$ cat config.mk
export PLATFORM = sky130hd
export DESIGN_NAME = hazard_ctrl
export DESIGN_NICKNAME = d
export VERILOG_FILES = /design/src/rtl/hazard_ctrl.sv
export SDC_FILE = /design/constraint.sdc
export NUM_CORES = 1
export LEC_CHECK = 0
export CAP_MARGIN = 20
export CORE_ASPECT_RATIO = 1.25
export CORE_MARGIN = 5
export CORE_UTILIZATION = 33
export CTS_CLUSTER_SIZE = 24
export DETAILED_ROUTE_END_ITERATION = 10
export PLACE_DENSITY = 0.82
export SLEW_MARGIN = 20
export SYNTH_ARGS = -nofsm -noshare
export SYNTH_HDL_FRONTEND = slang
export SYNTH_SLANG_ARGS = --single-unit
$ cat constraint.sdc
create_clock -name clk -period 1.98 [get_ports clk]
set_input_delay 0.396 -clock clk [delete_from_list [all_inputs] [get_ports clk]]
set_output_delay 0.396 -clock clk [all_outputs]
set_load 0.1 [all_outputs]
$ cat src/rtl/hazard_ctrl.sv
// hazard_ctrl: pipeline hazard and stall controller for the 5-stage RISC-V core.
// Resolves EX-stage forwarding, load-use bubbles, taken-branch squashes and
// variable-latency data-memory wait states with timeout detection.
// Optional feature macro: HAZARD_PERF_CNT_EN (builds saturating stall/flush
// performance counters; when undefined the counter ports are tied to 0).
module hazard_ctrl #(
  parameter int MEM_TIMEOUT = 16,
  parameter int CNT_W       = 32
) (
  input  logic             clk,
  input  logic             rst,
  input  logic [4:0]       Rs1D,
  input  logic [4:0]       Rs2D,
  input  logic [4:0]       Rs1E,
  input  logic [4:0]       Rs2E,
  input  logic [4:0]       RdE,
  input  logic [4:0]       RdM,
  input  logic [4:0]       RdW,
  input  logic [1:0]       ResultSrcE,
  input  logic             RegWriteM,
  input  logic             RegWriteW,
  input  logic             PCSrcE,
  input  logic             MemReqM,
  input  logic             MemAckM,
  output logic             StallF,
  output logic             StallD,
  output logic             StallE,
  output logic             StallM,
  output logic             FlushD,
  output logic             FlushE,
  output logic             FlushW,
  output logic [1:0]       ForwardAE,
  output logic [1:0]       ForwardBE,
  output logic             MemErr,
  output logic [CNT_W-1:0] StallCycles,
  output logic [CNT_W-1:0] FlushCycles
);

  localparam int WCNT_W = $clog2(MEM_TIMEOUT + 1);

  typedef enum logic [1:0] {
    StIdle = 2'b00,
    StWait = 2'b01,
    StErr  = 2'b10
  } memState_t;

  memState_t         memState;
  logic [WCNT_W-1:0] waitCnt;
  logic              memStall;
  logic              lwStall;

  // ---------------------------------------------------------------------------
  // Forwarding: one identical selector per EX operand (0 = A/Rs1E, 1 = B/Rs2E).
  // M has priority over W because it holds the younger result.
  // ---------------------------------------------------------------------------
  logic [1:0][4:0] srcE;
  logic [1:0][1:0] fwdSel;

  assign srcE = {Rs2E, Rs1E};

  for (genvar gi = 0; gi < 2; gi++) begin : gFwd
    assign fwdSel[gi] = !rst                                            ? 2'b00 :
                        (RegWriteM && (RdM != 5'd0) && (RdM == srcE[gi])) ? 2'b10 :
                        (RegWriteW && (RdW != 5'd0) && (RdW == srcE[gi])) ? 2'b01 :
                                                                            2'b00;
  end

  assign ForwardAE = fwdSel[0];
  assign ForwardBE = fwdSel[1];

  // ---------------------------------------------------------------------------
  // Hazard detection
  // ---------------------------------------------------------------------------
  assign lwStall  = (ResultSrcE == 2'b01) && (RdE != 5'd0) &&
                    ((RdE == Rs1D) || (RdE == Rs2D));
  assign memStall = (memState == StErr) ? 1'b1 : (MemReqM && !MemAckM);

  // Prioritised stall/flush pattern; everything is held at 0 while in reset.
  always_comb begin
    StallF = 1'b0;
    StallD = 1'b0;
    StallE = 1'b0;
    StallM = 1'b0;
    FlushD = 1'b0;
    FlushE = 1'b0;
    FlushW = 1'b0;
    if (rst) begin
      if (memStall) begin
        // Freeze everything up to M and bubble WB; branch/load-use wait for the ack.
        StallF = 1'b1;
        StallD = 1'b1;
        StallE = 1'b1;
        StallM = 1'b1;
        FlushW = 1'b1;
      end else if (PCSrcE) begin
        // Squash the two wrong-path instructions; a load-use on the D slot is moot.
        FlushD = 1'b1;
        FlushE = 1'b1;
      end else if (lwStall) begin
        StallF = 1'b1;
        StallD = 1'b1;
        FlushE = 1'b1;
      end
    end
  end

  // Data-memory wait-state FSM with timeout; MemErr is a registered, sticky flag.
  always_ff @(posedge clk or negedge rst) begin
    if (!rst) begin
      memState <= StIdle;
      waitCnt  <= '0;
      MemErr   <= 1'b0;
    end else begin
      case (memState)
        StIdle: begin
          if (MemReqM && !MemAckM) begin
            memState <= StWait;
            waitCnt  <= WCNT_W'(1);
          end
        end
        StWait: begin
          if (!MemReqM || MemAckM) begin
            // Normal completion, or the request was withdrawn.
            memState <= StIdle;
            waitCnt  <= '0;
          end else if (waitCnt == WCNT_W'(MEM_TIMEOUT)) begin
            memState <= StErr;
            MemErr   <= 1'b1;
          end else begin
            waitCnt <= waitCnt + 1'b1;
          end
        end
        StErr: begin
          MemErr <= 1'b1;
        end
        default: begin
          memState <= StIdle;
          waitCnt  <= '0;
        end
      endcase
    end
  end

`ifdef HAZARD_PERF_CNT_EN
  logic [CNT_W-1:0] stallCnt;
  logic [CNT_W-1:0] flushCnt;
  logic             anyStall;
  logic             anyFlush;

  assign anyStall = StallF || StallD || StallE || StallM;
  assign anyFlush = FlushD || FlushE;

  // Saturating performance counters for stalled and squashing cycles.
  always_ff @(posedge clk or negedge rst) begin
    if (!rst) begin
      stallCnt <= '0;
      flushCnt <= '0;
    end else begin
      if (anyStall && (stallCnt != '1)) begin
        stallCnt <= stallCnt + 1'b1;
      end
      if (anyFlush && (flushCnt != '1)) begin
        flushCnt <= flushCnt + 1'b1;
      end
    end
  end

  assign StallCycles = stallCnt;
  assign FlushCycles = flushCnt;
`else
  assign StallCycles = '0;
  assign FlushCycles = '0;
`endif

endmodule

==> impl_metrics.ini <==
[run_status]
status = finished with violations
violations = negative setup slack

[yosys]
synthSimpleGateAreaFrac_pct = 15.9
synth-edff-count = 0
synth_compound_area_share_pct = 10.8
syn_area_mm2 = 0.00146
avgSynthCellArea_um2 = 7.91
yosysWarnings = 0
async_flop_share_pct = 100
synth.area.mux_share_pct = 0.769
synthAdderAreaFrac_pct = 4.27
yosys.area.top_type = buf_4
synth_cell_type_count = 33
synth_cells = 185
synth_xor_area_share_pct = 17.9
synth_area_leaders = buf_4 (34%), dfrtp_1 (14%), xor2_1 (13%)
synth_top_area_share_pct = 34.4
ys_seq_elements = 8
synth_common_cells = buf_4 (67), xor2_1 (22), dfrtp_1 (8), o21ai_0 (8), xnor2_1 (8)
synth-main-ff-cell = dfrtp_1
yosysMostFrequentCell = buf_4
yosysSeqAreaShare_pct = 13.7
synth_top_family_by_area = buffers and inverters

[sta]
post-route-period-util_pct = 112
finalClockSkew_ns = 0.00550
timing.final.ws_setup_ns = -0.244
final_max_slew_viol_count = 0
fmax_mhz = 450
setup_viol = 6
worstMarginPinSlew_ns = 0.509
period_needed_ns = 2.22
maxSlewHeadroom_pct = 65.6
grt_setup_unrepaired = true
hold_viol = 0

[pwr]
p_per_area_mw_per_mm2 = 646
switching_share_pct = 60.7
seqPwrFrac_pct = 14.1
p_leak_uw = 0.00111
comb_power_share_pct = 72.8
peakVddDrop_v = 0.000281
p_switching_uw = 915
clkPwrFrac_pct = 13.1
internal_power_uw = 592
p_total_uw = 1510

[detailed_routing]
dr_total_vias = 1350
drtAntennaViolNets = 0
via_per_inst = 4.22
drt_first_pass_iters = 4
avgRoutedWirePerCell_um = 13.1
drt-total-wl_um = 4190
drc_errors = 0
drt_iter0_drc = 128

[clocking]
cts_max_level = 1
path_clk_slew_ns = 0.04
cts_num_sinks = 8
cts_tree = built
cts-buffers-inserted = 3
clockBufferDepth = 2
root_buffer = clkbuf_8
ctsHoldBuffers = 0
worstSkewPairLatency_ns = 0.23

[floorplanning]
fp.dieW_um = 69.6
die-area_mm2 = 0.00588
core_area_mm2 = 0.00436
placementRows = 27
ios = 120
start_util_pct = 33.6
fp.dieH_um = 84.5

[critical_path]
max_stage_delay_ns = 0.53
ff2ff_setup_slack_ns = 0.21
critPathCaptureType = output pin
cp.arrival_ns = 1.83
r2r_cells = 6
worst_path_max_delay_cell = or4_4
crit_required_ns = 1.58
crit_buf_inv = 2
worstPathCellList = buf_6, or4_4, o21ai_4, nor4_4, nor4_4, buf_12
cp_common_cell = nor4_4
critPathLaunch = RdM[1]
rr_endpoint = waitCnt[2]$_DFFE_PN0P_
r2r_start = waitCnt[0]$_DFFE_PN0P_
critPathLaunchType = primary input
critPathKind = in2out
crit_path_max_fanout = 2
cpLargestDelayFamily = simple AND/OR/NAND/NOR gates

[run]
cap_violations = 0

[grt]
gr-total-overflow = 0
grt_pass1_wl_um = 6330
track_usage_pct = 13.0
grt_max_degree = 13
grt_pass1_vias = 1352
antenna_found_initial = 0

[place]
place.gp.congestion = 0.821
pre_cts_slack_ns = -0.641
port-buffer-count = 55
hpwl_um = 3300

[cells_and_area]
fillerInstances = 393
utilization_pct = 53.5
drive_gt1_share_pct = 38.5
final_net_count = 313
diodes = 0
area_growth_pct = 59.3

[hold_path]
min_path_type = in2async
[placed cells by master (no fill, tap or decap), types with 6 or more instances in the layout]
master,netlist,final
buf_2,0,14
dfrtp_1,8,8
dlygate4sd2_1,0,14
buf_4,67,24
xor2_1,22,18
buf_12,0,11
buf_6,0,8
conb_1,1,64
xnor2_2,0,6
a21oi_1,6,6
o21ai_0,8,7
[worst reg2reg max path, cell delays in order, from the launching register on]
cell,delay [ns]
dfrtp_1,0.42
inv_1,0.07
ha_1,0.22
and4bb_2,0.28
nor4b_1,0.46
nand2_1,0.10
o21ai_0,0.14
[cell type report]
cell class	instances	area [um2]	share of cell area, %
Sequential cell	8	200	8.58
Timing Repair Buffer	80	767	32.9
Multi-Input combinational cell	165	1220	52.5
Inverter	6	26.3	1.13
Tap cell	58	72.6	3.11
Clock buffer	3	41.3	1.77
[registers in the layout, indices dropped and copies added, names as in the netlist]
register,count
MemErr,1
waitCnt,5
memState,2
[per-stage QoR]
step	TNS [ns]	hold WS [ns]	std cells	instance area (um2)
floorplan	-2.48	0.100	248	1820
global placement	-4.24	0.443	314	2170
detailed placement	-4.46	0.475	314	2170
CTS	-0.696	0.392	318	2310
global route	-1.03	0.249	320	2330
finish	-0.718	0.222	320	2330
[per-layer routing]
metal | global-route usage (%) | vias up | wire [um]
li1 | - | 639 | -
met1 | 12.7 | 628 | 1310
met2 | 25.6 | 73 | 2420
met3 | 3.47 | 10 | 340
met4 | 4.80 | 0 | 115
met5 | 0 | - | 0
[power groups by stage]
stage | combinational, uW | sequential (uW) | clock (uW)
2_1_floorplan | 908 | 211 | 0
3_3_place_gp | 1030 | 216 | 0
3_5_place_dp | 1040 | 217 | 0
4_1_cts | 1060 | 215 | 201
5_1_grt | 1150 | 216 | 211
6_report | 1100 | 213 | 198
[kinds of logic after synthesis]
group / Yosys count
flops: 8
other cells: 1
mux: 1
xor+xnor: 30
buf+inv: 75
compound gates: 25
fa+ha+maj: 5
simple gates: 40
[what timing repair did]
| action | 4_1_cts | 5_1_grt |
|---|---|---|
| pin swaps | 36 | 18 |
| endpoints found under the setup margin | 11 | 10 |
| gates cloned | 0 | 0 |
| resized for setup | 136 | 13 |
| buffers inserted | 1 | 2 |
[how the worst max path moves through the flow]
stage | to | cells after the start
floorplan | ForwardBE[0] | 3
global placement | StallF | 5
detailed placement | ForwardBE[0] | 6
CTS | ForwardBE[0] | 6
global route | ForwardBE[0] | 6
finish | ForwardBE[0] | 6
(Power assumes the default switching activity.)
